File: config.mk
export PLATFORM = sky130hd
export DESIGN_NAME = button_conditioner
export DESIGN_NICKNAME = d
export VERILOG_FILES = /design/src/rtl/button_conditioner.sv
export SDC_FILE = /design/constraint.sdc
export NUM_CORES = 1
export LEC_CHECK = 0
export CORE_UTILIZATION = 60
export CTS_BUF_LIST = sky130_fd_sc_hd__clkbuf_8
export CTS_CLUSTER_SIZE = 28
export DETAILED_ROUTE_END_ITERATION = 10
export DONT_BUFFER_PORTS = 1
export HOLD_SLACK_MARGIN = 0.08
export PLACE_DENSITY = 0.79
export REMOVE_ABC_BUFFERS = 1
export SLEW_MARGIN = 20
export SYNTH_ARGS = -nofsm -noshare
export SYNTH_HDL_FRONTEND = slang
export SYNTH_SLANG_ARGS = --single-unit
File: constraint.sdc
create_clock -name clk -period 3.2 [get_ports clk]
set_clock_uncertainty 0.15 [all_clocks]
set_input_delay 0.64 -clock clk [delete_from_list [all_inputs] [get_ports clk]]
set_output_delay 0.64 -clock clk [all_outputs]
set_load 0.01 [all_outputs]
File: src/rtl/button_conditioner.sv
// Five-button conditioner: 2-FF synchronizer, per-button debounce, press/release
// pulses, long-press level and masked auto-repeat.
module button_conditioner #(
  parameter int unsigned DEBOUNCE_CYCLES = 1000000,
  parameter int unsigned REPEAT_DELAY    = 50000000,
  parameter int unsigned REPEAT_RATE     = 10000000,
  parameter logic [4:0]  REPEAT_MASK     = 5'b00011
) (
  input  logic       clk,
  input  logic       rst_n,
  input  logic [4:0] btn_in,
  output logic [4:0] btn_level,
  output logic [4:0] btn_press,
  output logic [4:0] btn_release,
  output logic [4:0] btn_repeat,
  output logic [4:0] btn_long
);

  localparam int unsigned DW = $clog2(DEBOUNCE_CYCLES + 1);
  localparam int unsigned HW = $clog2(REPEAT_DELAY + 1);
  localparam int unsigned RW = $clog2(REPEAT_RATE + 1);

  localparam logic [DW-1:0] DB_LAST   = DW'(DEBOUNCE_CYCLES - 1);
  localparam logic [HW-1:0] HOLD_MAX  = HW'(REPEAT_DELAY);
  localparam logic [HW-1:0] HOLD_FIRE = HW'(REPEAT_DELAY - 1);
  localparam logic [RW-1:0] RATE_LAST = RW'(REPEAT_RATE - 1);

  logic [4:0]    sync1, sync2;
  logic [4:0]    level_q, press_q, rel_q, rpt_q, long_q;
  logic [4:0]    level_d, press_d, rel_d, rpt_d, long_d;
  logic [4:0]    toggle, fire_first, fire_rate;
  logic [DW-1:0] db_cnt   [5];
  logic [DW-1:0] db_d     [5];
  logic [HW-1:0] hold_cnt [5];
  logic [HW-1:0] hold_d   [5];
  logic [RW-1:0] rate_cnt [5];
  logic [RW-1:0] rate_d   [5];

  always_comb begin
    toggle     = '0;
    fire_first = '0;
    fire_rate  = '0;
    level_d    = '0;
    press_d    = '0;
    rel_d      = '0;
    rpt_d      = '0;
    long_d     = '0;
    for (int i = 0; i < 5; i++) begin
      db_d[i]   = '0;
      hold_d[i] = '0;
      rate_d[i] = '0;
    end

    for (int i = 0; i < 5; i++) begin
      if (sync2[i] != level_q[i]) begin
        if (db_cnt[i] == DB_LAST) begin
          toggle[i] = 1'b1;
        end else begin
          db_d[i] = db_cnt[i] + DW'(1);
        end
      end

      level_d[i] = level_q[i] ^ toggle[i];
      press_d[i] = toggle[i] & ~level_q[i];
      rel_d[i]   = toggle[i] & level_q[i];

      // Hold count is 0 in the press cycle and saturates at REPEAT_DELAY.
      if (level_q[i] && level_d[i]) begin
        hold_d[i] = (hold_cnt[i] == HOLD_MAX) ? hold_cnt[i] : hold_cnt[i] + HW'(1);
      end
      long_d[i] = level_d[i] && (hold_d[i] == HOLD_MAX);

      fire_first[i] = level_q[i] && level_d[i] && (hold_cnt[i] == HOLD_FIRE);
      fire_rate[i]  = long_q[i] && (rate_cnt[i] == RATE_LAST);

      // level_d gating drops a repeat that lands on the release edge.
      rpt_d[i] = REPEAT_MASK[i] && level_d[i] && (fire_first[i] || fire_rate[i]);

      if (long_q[i] && !fire_rate[i]) begin
        rate_d[i] = rate_cnt[i] + RW'(1);
      end
    end
  end

  always_ff @(posedge clk or negedge rst_n) begin
    if (!rst_n) begin
      sync1   <= '0;
      sync2   <= '0;
      level_q <= '0;
      press_q <= '0;
      rel_q   <= '0;
      rpt_q   <= '0;
      long_q  <= '0;
      for (int i = 0; i < 5; i++) begin
        db_cnt[i]   <= '0;
        hold_cnt[i] <= '0;
        rate_cnt[i] <= '0;
      end
    end else begin
      sync1   <= btn_in;
      sync2   <= sync1;
      level_q <= level_d;
      press_q <= press_d;
      rel_q   <= rel_d;
      rpt_q   <= rpt_d;
      long_q  <= long_d;
      for (int i = 0; i < 5; i++) begin
        db_cnt[i]   <= db_d[i];
        hold_cnt[i] <= hold_d[i];
        rate_cnt[i] <= rate_d[i];
      end
    end
  end

  assign btn_level   = level_q;
  assign btn_press   = press_q;
  assign btn_release = rel_q;
  assign btn_repeat  = rpt_q;
  assign btn_long    = long_q;

endmodule

# ---- Word-level counts from Yosys, hierarchy flattened
# Cells that the tools add are included.
dict set report totals {
  reg_bits 310
  input_bits 7
  out_inout_bits 25
  elab_cells 129
}
dict set report op_classes {
  addsub 12
  n_eq_ne 24
  mux 32
  bitwise_logic 20
  reduce_logical 22
}
# cell count
set ops {}
lappend ops {{26-bit equality test, second input constant} 12}
lappend ops {{26-bit two-way mux} 10}
lappend ops {{20-bit two-way mux} 10}
lappend ops {{26-bit by 1-bit adder with 26-bit output, second input constant} 5}
lappend ops {{20-bit by 1-bit adder with 20-bit output, second input constant} 5}
lappend ops {{20-bit equality test, second input constant} 5}
lappend ops {{24-bit by 1-bit adder with 24-bit output, second input constant} 2}
lappend ops {{24-bit equality test, second input constant} 2}
lappend ops {{24-bit two-way mux} 2}
lappend ops {{1-bit logical AND} 18}
lappend ops {{1-bit bitwise AND} 10}
lappend ops {{1-bit two-way mux} 10}
lappend ops {{1-bit inequality test} 5}
lappend ops {{1-bit inverter} 5}
lappend ops {{1-bit bitwise XOR} 5}
lappend ops {{1-bit zero test} 2}
lappend ops {{1-bit logical OR} 2}

# ---- Longest topological paths before layout
# Gate-level depths: netlist (run 1).
dict set report depth {
  word_depth 8
  mapped_depth 9
  ltp_nobuf 9
}

# ---- Least setup slack after synthesis (run 1)
# No wires, ideal clock.
dict set report synth_timing {
  path_kind {flip-flop to flip-flop}
  start {reg db_cnt[47] (netlist name)}
  end {reg db_cnt[51] (netlist name)}
  setup_ns 0.121
  arrival_time_ns 2.359
  t_required_ns 2.929
  setup_slack_ns 0.570
  stages_incl_launch_ff 8
  path_buffers 2
  period_less_slack_ns 2.630
  path_cell_list {dfrtp_1 or4_1 or4_1 or2_2 nand2b_1 clkbuf_1 buf_2 nor2_1}
}
# element line_no
set synth_lines {}
lappend synth_lines {{from (decl)} 32} ;# logic [DW-1:0] db_cnt [5];
lappend synth_lines {{from (signal, indexed assignment)} 108} ;# db_cnt[i] <= db_d[i];

==> summary.md, run 1 <==
| Metric | Value |
|---|---|
| Result of the run | finished with violations |
| Violated checks | negative hold slack |
| Max-cap violations | 0 |
| Sequential cell area | 7760 sq um |
| Setup crit end | btn_long[0] |
| Setup TNS Final | 0 ps |
| Post-CTS setup buffer count | 0 |
| Critical path startpoint | db_cnt[87] |
| Vias in the first global route | 11400 |
| Number of synthesized flops with an enable pin | 0 |
| Die Y | 164 microns |
| Total gr overflow | 0 |
| Mux contribution to synthesized area | 1.06% |
| Total power | 0.00775 W |
| Pleak | 6.89 nW |
| Top_reg_cell synth | dfrtp_1 |
| Switch share | 21.2% |
| Initial antenna violation count | 0 |
| P per Cell Area | 448 nW/um^2 |
| # nets final | 1719 |
| Clk pwr share | 48.1% |
| Yosys cell types | 67 |
| Sequential-to-total area share from yosys stat | 49.3% |
| R2R depth | 8 |
| # diodes | 0 |
| Compound-Gate Fraction of Synth Area | 3.20% |
| Slew Viols, Final | 0 |
| FP Rows | 58 |
| Die width | 164 microns |
| Req. time, crit path | 3520 ps |
| Reg-to-reg endpoint | btn_long[0] |
| Fillers | 1915 |
| Setup violations, final | 0 |
| Gate power share | 0.7% |
| Final hold vios | 310 |
| CP startpoint kind | register |
| Crit end category | register |
| 1st-iter DRT viols | 846 |
| Sequential Power Share | 51.1% |
| CP Max Fanout | 26 |
| Net switching power | 0.00165 W |
| First drt pass iteration count | 5 |
| Seq cells post-synth | 310 |
| DP HPWL | 19500 microns |
| Global-route wire length before repair | 51600 microns |
| Root Buffer | clkbuf_8 |
| Post-Synth Simple-Gate Area | 28.8% |
| Clk pin slew, worst setup/hold paths | 60 ps |
| Fin crit period | 2890 ps |
| Slew HR | 46.5% |
| Pint | 0.00610 W |
| Fmax | 346 MHz |
| CTS tree | built |
| Worst-margin pin slew | 803 ps |
| Drt via density | 5.61 |
| Synth async-reset ratio | 100% |
| Syn. warnings | 0 |
| Routed len/inst | 14.2 microns |
| CTS Buffer Depth | 3 |
| Fraction of layout cells with a size suffix above 1 | 8.12% |
| Critical R2R Launch | db_cnt[87] |
| Area grow syn2layout | 10.1% |
| Post-Syn Instances | 1663 |
| Peak VDD IR | 0.610 mV |
| Worst Path Class, Setup | reg -> reg |
| Critical path arrival | 3220 ps |
| Routed WL | 29400 microns |
| # port buffers | 0 |
| Die area | 26900 sq um |
| Mapped cell area | 15700 sq um |
| Post-CTS Hold Fix Bufs | 5 |
| TritonCTS Buffers | 51 |
| R2R Setup Slk | 310 ps |
| Vias | 11600 |
| Hold WC Path Type | in -> async |
| I/O pins | 32 |
| Routed Antenna Nets | 0 |
| DRC | 0 |
| GPL Wtd Cong | 0.857 |
| Largest net degree at the start of global routing | 311 |
| Core ar. | 25500 sq um |
| Resized Gates After CTS | 0 |
| Final Hold Slack | -401 ps |
| Starting Density | 61.7% |
| # clock sinks | 310 |
| Footprint of the multi-input gates | 7620 sq um |
| Final period utilization | 90.4% |
| Xor and xnor area share after synthesis | 13.9% |
| Adder-cell share of the synthesized area | 1.35% |
| Unrepaired setup endpoints after global routing | false |
| Main combinational cell family by area after synthesis | simple AND/OR/NAND/NOR gates |
| Worst-Skew Late Latency | 580 ps |
| H-tree depth | 2 |
| GRT Util Overall | 23.0% |
| Avg Inst Size Synth | 9.45 sq um |
## metrics by stage
step | hold slack [ps] | utilization, % | cell area [sq um] | setup slack (ps) | cells
6_report | -401 | 68.0 | 17300 | 307 | 2067
5_1_grt | -431 | 68.0 | 17300 | 67.2 | 2067
4_1_cts | -438 | 68.0 | 17300 | 310 | 2067
3_5_place_dp | 186 | 63.3 | 16100 | 341 | 1967
3_3_place_gp | 182 | 63.3 | 16100 | 419 | 1967
2_1_floorplan | 181 | - | 15500 | -28.5 | 1613
## cells by family after synthesis
group,count (synthesis)
other,1
and+or+nand+nor,895
adders and majority gates,17
DFF,310
AOI/OAI and AO/OA,81
xor gates and xnor gates,250
buffers and inverters,93
muxes,16
## power groups by stage
| stage | Combinational [W] | Clock (W) | Sequential (W) |
|---|---|---|---|
| floorplan | 0.0000382 | 0 | 0.00403 |
| global placement | 0.0000497 | 0 | 0.00403 |
| detailed placement | 0.0000503 | 0 | 0.00403 |
| CTS | 0.0000565 | 0.00384 | 0.00396 |
| global route | 0.0000646 | 0.00401 | 0.00396 |
| finish | 0.0000563 | 0.00373 | 0.00396 |
## final cells by class
type / instances / share of cell area [%]
Clock inverter: 31 / 1.45
Multi-Input combinational cell: 1262 / 44.0
Timing Repair Buffer: 29 / 1.33
Inverter: 41 / 0.889
Tap cell: 330 / 2.39
Clock buffer: 64 / 5.09
Sequential cell: 310 / 44.8
## cells in the mapped netlist, drive strengths merged (36+ instances only)
cell	n	area, sq um
nand3	103	515
nor3	43	215
inv	41	154
xnor2	127	1110
nand4	72	450
nand2	111	417
nor4	37	297
nor2	343	1290
dfrtp	310	7760
xor2	123	1080
clkbuf	44	165
and3	36	225
## cells in the final DEF (no fill, tap or decap), types with 11 or more instances in the layout
cell type    n
and3_1      36
xnor2_1    127
or4_1       13
nand3_1    103
buf_4       24
clkbuf_8    64
and4_1      13
nand2_1    111
a21oi_1     27
nand4b_1    12
or3_1       25
nand2b_1    13
nand4_1     72
nor2_1     342
nor2b_1     13
xor2_1     123
inv_1       52
and2_1      12
mux2i_1     11
dfrtp_1    310
nor4_1      28
nor3b_1     14
o21ai_0     23
ha_1        17
nor3_1      43
## worst min path at each step
stage / from / endpoint / slack (ps) / cells after the start
global placement: sync1[2] / sync2[2] / 180 / 0
detailed placement: sync1[1] / sync2[1] / 190 / 0
finish: rst_n / rate_cnt[84] / -400 / 0
global route: rst_n / rate_cnt[84] / -430 / 0
CTS: rst_n / rate_cnt[72] / -440 / 0
floorplan: sync1[0] / sync2[0] / 180 / 0
## critical path, stage by stage (launching register included)
cell      delay [ps]
dfrtp_1          420
nor4_1           290
nand4_1          160
or4_1            710
o21ai_4          220
buf_4            320
nor2_1           100
nand4b_1         200
nor4_2           250
## layer usage
| layer | routed length, microns | up-vias | global-route usage (%) |
|---|---|---|---|
| met5 | 0 | - | 0 |
| met4 | 503 | 0 | 7.28 |
| met3 | 1190 | 45 | 3.69 |
| met2 | 13800 | 220 | 37.3 |
| met1 | 13900 | 5573 | 31.8 |
| li1 | - | 5767 | - |
## sequential cells by signal, indices dropped and copies added (netlist names)
| signal | cells |
|---|---|
| btn_press | 5 |
| hold_cnt | 130 |
| sync1 | 5 |
| btn_repeat | 2 |
| db_cnt | 100 |
| sync2 | 5 |
| btn_long | 5 |
| btn_level | 5 |
| btn_release | 5 |
| rate_cnt | 48 |
Power figures use the tool's default switching activity.
==> run 2: changes to the inputs <==
Settings changed: CTS_CLUSTER_DIAMETER from default to 200.
==> run 2 against run 1 <==
  * The run still ends with negative hold slack left
  * Clock power decreased by 57%
  * Final area is 5.1% lower
  * Hold slack gained 6.5 ps
  * Die area unchanged
  * Sequential cell count did not move
  * Total power fell by 28%
  * Maximum frequency up 0.96%
  * Sequential share of layout area rose by 2.4 points
  * First-iteration DRC count rose by 4.1%
  * Global-route usage down 1.0 points
  * Critical endpoint unchanged
  * Largest power group unchanged
  * Highest routed layer unchanged
==> summary.md, run 2 (synthesis gave the netlist of run 1 again) <==
| Metric | Value |
|---|---|
| Critical R2R Launch | db_cnt[87] |
| Starting Density | 61.7% (unchanged) |
| Result of the run | finished with violations |
| CP peak stage delay | 690 ps (-20 ps) |
| Vias in the first global route | 11000 (-3.1%) |
| Routed WL | 28200 microns (-3.9%) |
| Die area | 26900 sq um (unchanged) |
| Crit end category | register |
| Worst Path Class, Setup | reg -> reg |
| Setup violations, final | 0 (unchanged) |
| H-tree depth | 1 (-1) |
| Reg-to-reg endpoint | btn_long[0] |
| Final Hold Slack | -394 ps (+6.46 ps) |
| Slew HR | 46.7% (+0.22 points) |
| # port buffers | 0 (unchanged) |
| I/O pins | 32 (unchanged) |
| Ordered list of cells on the worst path | nor4_1 > nand4_1 > or4_1 > o21ai_4 > buf_4 > nor2_1 > nand4b_1 > nor4_2 |
| Drt via density | 5.69 (+1.3%) |
| Req. time, crit path | 3540 ps (+20 ps) |
| Max reg flops | 130 (unchanged) |
| Violated checks | negative hold slack |
| Initial antenna violation count | 0 (unchanged) |
| R2R depth | 8 (unchanged) |
| Final period utilization | 89.5% (-0.86 points) |
| Footprint of the multi-input gates | 7620 sq um (unchanged) |
| CP Max Fanout | 26 (unchanged) |
| Hold WC Path Type | in -> async |
| Most frequent cells in the layout | nor2_1, dfrtp_1, xnor2_1 |
| Area grow syn2layout | 4.46% |
| Top flop regs | hold_cnt: 130 flops, db_cnt: 100 flops, rate_cnt: 48 flops |
| Largest net degree at the start of global routing | 311 (unchanged) |
| CTS Buffer Depth | 3 (unchanged) |
| Fin crit period | 2870 ps (-27.6 ps) |
| Vias | 11300 (-2.5%) |
| # clock sinks | 310 (unchanged) |
| CP startpoint kind | register |
| DP Worst Slack | 341 ps (unchanged) |
| Final hold vios | 310 (unchanged) |
| Die width | 164 microns (unchanged) |
| DP HPWL | 19500 microns (unchanged) |
| Post-CTS Hold Fix Bufs | 5 (unchanged) |
| Max-cap violations | 0 (unchanged) |
| P per Cell Area | 342 nW/um^2 (-24%) |
| Routed Antenna Nets | 0 (unchanged) |
| Slew Viols, Final | 0 (unchanged) |
| Fillers | 1999 (+4.4%) |
| Fraction of layout cells with a size suffix above 1 | 4.58% (-3.5 points) |
| Clk pin slew, worst setup/hold paths | 150 ps (+90 ps) |
| Global-route wire length before repair | 49800 microns (-3.4%) |
| Sequential cell area | 7760 sq um (unchanged) |
| GPL Wtd Cong | 0.857 (unchanged) |
| CTS tree | built |
| Die Y | 164 microns (unchanged) |
| Pleak | 6.37 nW (-7.5%) |
| Critical path startpoint | db_cnt[87] |
| Total gr overflow | 0 (unchanged) |
| R2R Setup Slk | 330 ps (+30 ps) |
| Worst-Skew Late Latency | 550 ps (-30 ps) |
| Routed len/inst | 14.2 microns (-0.15%) |
| First drt pass iteration count | 6 (+1) |
| TritonCTS Buffers | 15 (-71%) |
| Leading cell type in the layout, fill and taps excluded | nor2_1 |
| Crit-path slowest cell | or4_1 |
| FP Rows | 58 (unchanged) |
| Root Buffer | clkbuf_8 |
| Core ar. | 25500 sq um (unchanged) |
| Fmax | 349 MHz (+0.96%) |
| Top reg by flops | hold_cnt |
| Worst-margin pin slew | 799 ps (-3.31 ps) |
| Critical path arrival | 3200 ps (-20 ps) |
| Peak VDD IR | 0.344 mV (-44%) |
| DRC | 0 (unchanged) |
| # nets final | 1683 (-2.1%) |
| Unrepaired setup endpoints after global routing | false |
| 1st-iter DRT viols | 881 (+4.1%) |
| GRT Util Overall | 22.0% (-1.0 points) |
| Fin worst setup slack | 335 ps (+27.6 ps) |
| # diodes | 0 (unchanged) |
run 2: worst max-delay path: cells and delay by family, from the launching register on:
| family | cells | cell delay, ps |
|---|---|---|
| compound gates | 1 | 210 |
| simple gates | 6 | 1670 |
| flops | 1 | 450 |
| buf+inv | 1 | 300 |
run 2: final cells by class:
cell class	instances	area share, %
sequential	310	47.2
multi-input combinational	1262	46.4
tap	330	2.51
timing repair buffer	29	1.40
clock buffer	15	1.26
inverter	41	0.937
clock inverter	2	0.229
run 2: timing repair:
item / 4_1_cts / 5_1_grt
buffers inserted: 0 / 0
hold endpoints to repair: 315 / 310
gates resized for setup: 0 / 0
run 2: where the power goes:
group	leakage [nW]	switching (W)	total [W]	internal, W
logic	1.96	0.0000324	0.0000551	0.0000227
clock network	0.119	0.00114	0.00160	0.000455
registers	4.30	0.0000212	0.00396	0.00394
total	6.37	0.00120	0.00561	0.00442
run 2: metal layers:
metal  share of wire [%]  track usage (%)
met5                   0                0
met4                 1.5             4.46
met2                  47             36.9
met1                  48             31.2
met3                 2.7             2.15
run 2: per-stage QoR:
step / cell area (sq um) / std cells / utilization, % / setup TNS, ps / power [W]
floorplan: 15500 / 1613 / - / -28.5 / 0.00407
global placement: 16100 / 1967 / 63.3 / 0 / 0.00408
detailed placement: 16100 / 1967 / 63.3 / 0 / 0.00408
CTS: 16400 / 1989 / 64.5 / 0 / 0.00569
global route: 16400 / 1989 / 64.5 / 0 / 0.00583
finish: 16400 / 1989 / 64.5 / 0 / 0.00561
run 2: worst max path at each step:
stage	end	slack, ps	depth (start not counted)
2_1_floorplan	btn_long[4]	-30	6
3_3_place_gp	btn_long[0]	420	8
3_5_place_dp	btn_long[0]	340	8
4_1_cts	btn_long[0]	330	8
5_1_grt	btn_long[1]	50	8
6_report	btn_long[0]	330	8
==> run 3: changes to the inputs <==
Settings changed: DONT_BUFFER_PORTS 1 to default, PLACE_DENSITY 0.79 to 0.8.
==> run 3 against run 2 <==
  * The flow now finishes without violations
  * Global-route usage is 0.88 points higher
  * Sequential power hardly changed
  * Final area increased by 2.3%
  * Setup slack worse by 47 ps
  * Critical path type unchanged
  * Critical path depth shrank 1
  * Via count rose by 2.2%
  * Sequential cell count unchanged
  * Total power rose by 1.7%
  * Maximum frequency is 1.6% lower
  * Largest power group unchanged
  * Wire length up 5.5%
==> summary.md, run 3 (synthesis gave the netlist of run 1 again) <==
| Metric | Value |
|---|---|
| Leading cell type in the layout, fill and taps excluded | nor2_1 |
| Peak VDD IR | 0.384 mV (+12%) |
| # diodes | 0 (unchanged) |
| Met3 wirelength from detailed routing | 1050 microns (+39%) |
| Routed len/inst | 14.7 microns (+3.6%) |
| DP HPWL | 21300 microns (+9.3%) |
| CP startpoint kind | register |
| Req. time, crit path | 3510 ps (-30 ps) |
| CTS Buffer Depth | 3 (unchanged) |
| Switch share | 22.4% (+1.1 points) |
| Vias | 11600 (+2.2%) |
| CP Max Fanout | 7 (-73%) |
| Metal2 WL | 13900 microns (+3.7%) |
| # clock sinks | 310 (unchanged) |
| First drt pass iteration count | 5 (-1) |
| Sequential Power Share | 69.4% (-1.1 points) |
| Gate power share | 2.6% (+1.6 points) |
| Final period utilization | 91.0% (+1.5 points) |
| Clk pwr share | 28.1% (-0.4 points) |
| CP peak stage delay | 660 ps (-30 ps) |
| Drt via density | 5.71 (+0.36%) |
| Die width | 164 microns (unchanged) |
| Initial antenna violation count | 0 (unchanged) |
| Root Buffer | clkbuf_8 |
| Final Hold Slack | 227 ps (+622 ps) |
| DP Worst Slack | 361 ps (+20.0 ps) |
| Global-route wire length before repair | 51400 microns (+3.1%) |
| Slew Viols, Final | 0 (unchanged) |
| # nets final | 1720 (+2.2%) |
| Clk pin slew, worst setup/hold paths | 160 ps (about the same) |
| Setup violations, final | 0 (unchanged) |
| Starting Density | 61.7% (unchanged) |
| GPL Wtd Cong | 0.888 (+3.6%) |
| Critical path arrival | 3220 ps (+20 ps) |
| Net switching power | 0.00128 W (+7.0%) |
| Ordered list of cells on the worst path | nand3_1 > nor4_2 > nand4_1 > xor2_1 > nor3_1 > or4bb_1 > nor4_1 |
| TritonCTS Buffers | 15 (unchanged) |
| Sequential cell area | 7760 sq um (unchanged) |
| Core ar. | 25500 sq um (unchanged) |
| Pint | 0.00443 W (+0.26%) |
| Fin worst setup slack | 287 ps (-47.4 ps) |
| Worst-Skew Late Latency | 550 ps (about the same) |
| 1st-iter DRT viols | 781 (-11%) |
| Top reg by flops | hold_cnt |
| Largest net degree at the start of global routing | 88 (-72%) |
| Highest routed metal layer | met4 |
| Most frequent cells in the layout | nor2_1, dfrtp_1, xnor2_1 |
| CP Buf/Inv Count | 0 (-1) |
| Max reg flops | 130 (unchanged) |
| GRT Util Overall | 22.9% (+0.88 points) |
| Footprint of the multi-input gates | 7620 sq um (unchanged) |
| Inst Count DP | 2008 (+2.1%) |
| DRC | 0 (unchanged) |
| Hold WC Path Type | reg -> reg |
| Routed WL | 29700 microns (+5.5%) |
| Routed Antenna Nets | 0 (unchanged) |
| Die Y | 164 microns (unchanged) |
| FP Rows | 58 (unchanged) |
| Met1 Routed Length | 14400 microns (+5.4%) |
| Pleak | 6.53 nW (+2.5%) |
| CTS tree | built |
| Vias in the first global route | 11100 (+0.87%) |
| Worst Path Class, Setup | reg -> reg |
| Fmax | 343 MHz (-1.6%) |
| Area grow syn2layout | 6.83% |
| Total power | 0.00571 W (+1.7%) |
| Crit path max-delay family | simple AND/OR/NAND/NOR gates |
| Top flop regs | hold_cnt: 130 flops, db_cnt: 100 flops, rate_cnt: 48 flops |
| Non-filler cells in the finished layout | 2025 (+1.8%) |
| H-tree depth | 1 (unchanged) |
| Crit-path slowest cell | nor4_2 |
| Total gr overflow | 0 (unchanged) |
| Fin crit period | 2910 ps (+47.4 ps) |
| Fillers | 2003 (+0.20%) |
| I/O pins | 32 (unchanged) |
| Post-CTS setup buffer count | 0 (unchanged) |
| Die area | 26900 sq um (unchanged) |
| Crit end category | register |
| # port buffers | 28 (+28) |
| Result of the run | completed |
| Final hold vios | 0 (-100%) |
| Max-cap violations | 0 (unchanged) |
| P per Cell Area | 340 nW/um^2 (-0.56%) |
| Unrepaired setup endpoints after global routing | false |
| Worst-margin pin slew | 831 ps (+31.2 ps) |
| Slew HR | 44.6% (-2.1 points) |
| Fraction of layout cells with a size suffix above 1 | 5.25% (+0.67 points) |
## run 3: path summary, 6_finish.rpt
path | start | slack, ps | depth (start not counted) | end
worst min register to register | sync1[0] | 230 | 0 | sync2[0]
min in group asynchronous | rst_n | 500 | 2 | rate_cnt[92]
worst max register to register | hold_cnt[86] | 290 | 7 | btn_long[1]
max in group asynchronous | rst_n | 1620 | 3 | btn_press[3]
worst max-delay path | hold_cnt[86] | 290 | 7 | btn_long[1]
worst min-delay path | sync1[0] | 230 | 0 | sync2[0]
## run 3: metrics by stage
stage | instance area, sq um | utilization, % | setup TNS (ps)
floorplan | 15500 | - | -28.5
global placement | 16500 | 65.0 | 0
detailed placement | 16500 | 65.0 | 0
CTS | 16800 | 65.9 | 0
global route | 16800 | 65.9 | 0
finish | 16800 | 65.9 | 0
## run 3: timing repair
action                                 CTS  global route
hold buffers                             1             0
gates resized for setup                  0             0
endpoints found under the hold margin   78             0
## run 3: per-layer routing
layer	vias up	global-route usage, %
li1	5700	-
met1	5618	32.7
met2	207	37.8
met3	37	2.58
met4	0	4.76
met5	-	0
## run 3: area by class of cell
class	count	area share (%)
Clock inverter	1	0.179
Sequential cell	310	46.2
Timing Repair Buffer	66	3.64
Inverter	41	0.916
Tap cell	330	2.46
Multi-Input combinational cell	1262	45.4
Clock buffer	15	1.23
## run 3: power groups by stage
stage | combinational (W) | clock [W] | sequential (W)
final | 0.000146 | 0.00160 | 0.00396
after global routing | 0.000172 | 0.00179 | 0.00397
after CTS | 0.000154 | 0.00168 | 0.00396
after detailed placement | 0.000152 | 0 | 0.00403
after global placement | 0.000149 | 0 | 0.00403
after floorplan | 0.0000382 | 0 | 0.00403
